`config.mk`:
```
export PLATFORM = sky130hd
export DESIGN_NAME = mem_arbiter
export DESIGN_NICKNAME = d
export VERILOG_FILES = /design/src/rtl/mem_arbiter.sv
export SDC_FILE = /design/constraint.sdc
export NUM_CORES = 1
export LEC_CHECK = 0
export ABC_AREA = 1
export CAP_MARGIN = 20
export CORE_MARGIN = 5
export CORE_UTILIZATION = 20
export CTS_CLUSTER_DIAMETER = 120
export DETAILED_ROUTE_END_ITERATION = 8
export HOLD_SLACK_MARGIN = 0.15
export PLACE_DENSITY = 0.8
export RECOVER_POWER = 25
export SETUP_SLACK_MARGIN = 0.5
export SYNTH_ARGS = -nofsm -noshare
export SYNTH_HDL_FRONTEND = slang
export SYNTH_SLANG_ARGS = --single-unit
```
`constraint.sdc`:
```
create_clock -name clk -period 1.55 [get_ports clk]
set_input_delay 0.31 -clock clk [delete_from_list [all_inputs] [get_ports clk]]
set_output_delay 0.31 -clock clk [all_outputs]
set_load 0.01 [all_outputs]
```
`src/rtl/mem_arbiter.sv`:
```
// Two-requester arbiter (instruction fetch vs. data access) for one single-ported memory.
// Data normally wins; a fetch that has been denied STARVE_LIMIT cycles in a row is forced through.
module mem_arbiter #(
  parameter int STARVE_LIMIT = 4
) (
  input  logic        clk,
  input  logic        rst_async,
  input  logic        fetch_req,
  input  logic [19:0] fetch_addr,
  output logic        fetch_gnt,
  output logic        fetch_rvalid,
  output logic [31:0] fetch_rdata,
  input  logic        data_req,
  input  logic        data_we,
  input  logic [19:0] data_addr,
  input  logic [31:0] data_wdata,
  output logic        data_gnt,
  output logic        data_rvalid,
  output logic [31:0] data_rdata,
  output logic [19:0] mem_address,
  input  logic [31:0] mem_read_value,
  output logic        mem_write_en,
  output logic [31:0] mem_write_value,
  output logic        starving
);

  localparam int CW = $clog2(STARVE_LIMIT + 1);
  localparam logic [CW-1:0] LIMIT_C = CW'(STARVE_LIMIT);

  typedef enum logic [1:0] {
    TAG_NONE  = 2'b00,
    TAG_FETCH = 2'b01,
    TAG_DATA  = 2'b10
  } tag_e;

  tag_e          tag_q, tag_d;
  logic [CW-1:0] cnt_q, cnt_d;
  logic          starving_q;
  logic          force_fetch_s;
  logic          fetch_gnt_s;
  logic          data_gnt_s;

  // Grant selection; reset blocks every grant so nothing reaches memory.
  always_comb begin
    force_fetch_s = fetch_req && (cnt_q == LIMIT_C);
    fetch_gnt_s   = 1'b0;
    data_gnt_s    = 1'b0;
    if (!rst_async) begin
      fetch_gnt_s = 1'b0;
      data_gnt_s  = 1'b0;
    end else if (data_req && !force_fetch_s) begin
      data_gnt_s = 1'b1;
    end else if (fetch_req) begin
      fetch_gnt_s = 1'b1;
    end else begin
      fetch_gnt_s = 1'b0;
      data_gnt_s  = 1'b0;
    end
  end

  // Memory port steering from the winning requester.
  always_comb begin
    mem_address     = 20'h00000;
    mem_write_en    = 1'b0;
    mem_write_value = 32'h0000_0000;
    if (data_gnt_s) begin
      mem_address = data_addr;
      if (data_we) begin
        mem_write_en    = 1'b1;
        mem_write_value = data_wdata;
      end else begin
        mem_write_en    = 1'b0;
        mem_write_value = 32'h0000_0000;
      end
    end else if (fetch_gnt_s) begin
      mem_address = fetch_addr;
    end else begin
      mem_address = 20'h00000;
    end
  end

  // Response tag and starve counter next-state; writes produce no response.
  always_comb begin
    tag_d = TAG_NONE;
    cnt_d = '0;
    case ({fetch_gnt_s, data_gnt_s})
      2'b10:   tag_d = TAG_FETCH;
      2'b01:   tag_d = data_we ? TAG_NONE : TAG_DATA;
      default: tag_d = TAG_NONE;
    endcase
    if (fetch_req && !fetch_gnt_s) begin
      cnt_d = (cnt_q == LIMIT_C) ? cnt_q : (cnt_q + CW'(1));
    end else begin
      cnt_d = '0;
    end
  end

  // State registers with synchronous active-low reset.
  always_ff @(posedge clk) begin
    if (!rst_async) begin
      tag_q      <= TAG_NONE;
      cnt_q      <= '0;
      starving_q <= 1'b0;
    end else begin
      tag_q      <= tag_d;
      cnt_q      <= cnt_d;
      starving_q <= (cnt_d == LIMIT_C);
    end
  end

  // An in-flight response is dropped as soon as reset is seen.
  always_comb begin
    fetch_rvalid = rst_async && (tag_q == TAG_FETCH);
    data_rvalid  = rst_async && (tag_q == TAG_DATA);
    fetch_rdata  = fetch_rvalid ? mem_read_value : 32'h0000_0000;
    data_rdata   = data_rvalid  ? mem_read_value : 32'h0000_0000;
  end

  assign fetch_gnt = fetch_gnt_s;
  assign data_gnt  = data_gnt_s;
  assign starving  = starving_q;

  mem_arbiter_chk u_chk (
    .clk          (clk),
    .fetch_gnt    (fetch_gnt_s),
    .data_gnt     (data_gnt_s),
    .mem_write_en (mem_write_en),
    .fetch_rvalid (fetch_rvalid),
    .data_rvalid  (data_rvalid)
  );

endmodule

// Invariants of the arbiter outputs, checked every clock.
module mem_arbiter_chk (
  input logic clk,
  input logic fetch_gnt,
  input logic data_gnt,
  input logic mem_write_en,
  input logic fetch_rvalid,
  input logic data_rvalid
);

  a_one_grant: assert property (@(posedge clk) !(fetch_gnt && data_gnt));
  a_write_needs_gnt: assert property (@(posedge clk) !(mem_write_en && !data_gnt));
  a_one_rvalid: assert property (@(posedge clk) !(fetch_rvalid && data_rvalid));

endmodule

```
==> results.cfg <==
[status]
run_status = finished, violations left
violations = setup timing

[grt]
groute.layer.met2.usage = 0.482
vias_in_the_first_global_route = 3242
track_usage = 0.245
grt_antenna_before_repair = 0
grt_first_pass_wirelength_mm = 16.7
total_grt_overflow = 0
grt_busiest_layer = met2
pin_count_of_the_biggest_net_entering_global_routing = 35
grt_use_met1 = 0.221
use_met3 = 0.0934

[timing]
timing_hold_violations_final = 0
timing.hold.ws_ns = 0.665
report.final.setup_viol = 93
fin_crit_ns = 2.01
max_freq_mhz = 498
totalNegativeSetupSlack_ns = -24.35
timing_max_transition_violations_final = 0
worst_slew_margin_relative_to_its_limit = 0.849
clock_skew_ns = 0.00481
worst_slew_pin_slew_ns = 0.226
post-route-worst-setup-slack_ns = -0.458
rsz_0062_raised_after_global_routing = yes
post-route-period-util = 1.30

[pwr]
flop_pwr_share = 0.103
clock_power_share = 0.152
vdd_drop_max_mv = 0.279
power_switching_share = 0.378
power.combinational.fraction = 0.744
switchingPower_uw = 589
power_report.internal_total_uw = 969
static-leakage-power_uw = 0.00263
powerDensity_mw_per_mm2 = 270

[clocking]
clk_pin_slew_worst_paths_ns = 0.03
worstSkewPairLatency_ns = 0.23
cts_tree = built
clock_sinks = 6
h-tree-depth = 1
clockRootBuffer = clkbuf_8
cts_buffers = 3
clock_tree.buffer_depth = 2

[worst_setup_path]
crit_chain = clkdlybuf4s50_1 > nand2_4 > nor2_8 > buf_12 > inv_12 > buf_12 > nor2_4 > buf_6
cpMaxStageDelayCell = clkdlybuf4s50_1
reg2reg_to = cnt_q[2]$_SDFF_PN0_
start_kind = input pin
crit_family = buffers and inverters
timing.critical_path.buf_inv = 5
worst_ep_arrival_time_ns = 1.70
timing.reg2reg.setup_slack_ns = 0.11
critPathMaxStageDelay_ns = 0.54
cp.required_ns = 1.24
worst_r2r_startpoint = cnt_q[0]$_SDFF_PN0_
critical_path.most_common_cell = buf_12
critPathCaptureType = output pin
largest_fanout_on_the_critical_path = 8
path_class = input pin to output pin
reg2regPathDepth = 10

[die]
fp.dieArea_mm2 = 0.00853
rows = 30
floorplan.core_area_mm2 = 0.00668
io_pins = 231
die_x_um = 92.4
start_util = 0.203
die_extent_in_y_um = 92.4

[placement]
gp_routability_congestion = 0.878
place_ws_ns = -0.781
post_dp_cell_area_mm2 = 0.00477
count_of_buffers_from_port_buffering = 230
final_hpwl_from_detailed_placement_mm = 7.30

[finish]
area_growth_pct = 325
final_net_count = 677
diodes = 0
most-common-layout-cells = buf_6, clkdlybuf4s50_1, nor2_4
final_design_instance_area_without_fill_mm2 = 0.00577
post_route_cells_drive_above_1_share = 0.619
layout_commonest_cell = buf_6

[synthesis]
synth_area_mm2 = 0.00136
synth-warning-count = 0
postSynthCellCount = 289
syn-num-nets = 400
yosysSeqAreaShare = 0.0885
synth_seq_cells = 6
yosys.cell_types.count = 18
synthesis.area_per_instance_um2 = 4.70

[drt]
drc_viols = 0
drtPass1Iterations = 4
drt_wl_total_mm = 12.1
postRouteAntennaNets = 0
detail_route.iter0.violations = 118
routedWlPerCell_um = 18.8
dr_vias = 3047
route.detailed.vias_per_inst = 4.73

[hold_path]
hold_end = cnt_q[0]$_SDFF_PN0_
hold_class = flop to flop
hold_start = cnt_q[0]$_SDFF_PN0_
hold-path-cell-count = 4

[job]
maxCapViolCount = 0
## how the worst max path moves through the flow
stage                              startpoint                  to  slack [ns]  depth (start not counted)
final                                data_req  mem_write_value[7]       -0.46                          8
after detailed placement            rst_async      fetch_rdata[0]       -0.78                          8
after floorplan           cnt_q[0]$_SDFF_PN0_  mem_write_value[0]        0.05                          8
after global routing                 data_req  mem_write_value[7]       -0.50                          8
after CTS                 cnt_q[1]$_SDFF_PN0_     mem_address[17]       -0.36                         10
after global placement              fetch_req  mem_write_value[7]       -0.76                          8
## cell usage after synthesis (all sizes together)
| cell type | count | area [µm²] |
|---|---|---|
| buf | 16 | 124 |
| clkbuf | 3 | 11.3 |
| dfxtp | 6 | 120 |
| ha | 2 | 25.0 |
| inv | 46 | 178 |
| nand2 | 85 | 327 |
| nand3 | 24 | 125 |
| nor2 | 105 | 438 |
| nor3 | 2 | 10.0 |
## power groups by stage
stage / Sequential [µW] / Clock (µW) / Combinational [µW]
finish: 161 / 237 / 1160
global route: 161 / 248 / 1220
CTS: 162 / 247 / 1080
detailed placement: 166 / 0 / 931
global placement: 166 / 0 / 917
floorplan: 165 / 0 / 408
## registers in the layout, indices dropped and copies added (netlist names)
register	count
cnt_q	3
starving	1
tag_q	2
## tightest hold or removal path: stages, from the launching register on
cell and delay, ns:
dfxtp_2 0.33, buf_4 0.11, nand2_1 0.05, nand2_1 0.10, nor3_2 0.04
## cells by family after synthesis
logic type / Yosys count / synth area share
adder cells (fa/ha/maj): 2 / 0.0184
buffers and inverters: 65 / 0.230
flip-flops: 6 / 0.0885
AND/OR/NAND/NOR: 216 / 0.663
## final cells by class
| cell class | instances | area, µm² |
|---|---|---|
| Inverter | 46 | 215 |
| Tap cell | 80 | 100 |
| Clock buffer | 3 | 41.3 |
| Fill cell | 325 | 913 |
| Multi-Input combinational cell | 218 | 1880 |
| Sequential cell | 6 | 130 |
| Timing Repair Buffer | 291 | 3400 |
## what timing repair did
item,4_1_cts,5_1_grt
setup buffers,21,5
gates cloned,10,0
hold buffers,0,0
resized for setup,647,56
endpoints found under the setup margin,128,127
pin swaps,19,16
## routing by layer
metal / vias to the layer above / routed length (µm)
met1: 1411 / 3680
met3: 44 / 1350
met2: 199 / 6500
met5: - / 0
li1: 1393 / -
met4: 0 / 584
## stage by stage
stage,std cells,power [µW],util
floorplan,289,573,-
global placement,605,1080,0.713
detailed placement,605,1100,0.713
CTS,639,1490,0.830
global route,644,1630,0.863
finish,644,1560,0.863
Power figures use the tool's default switching activity.
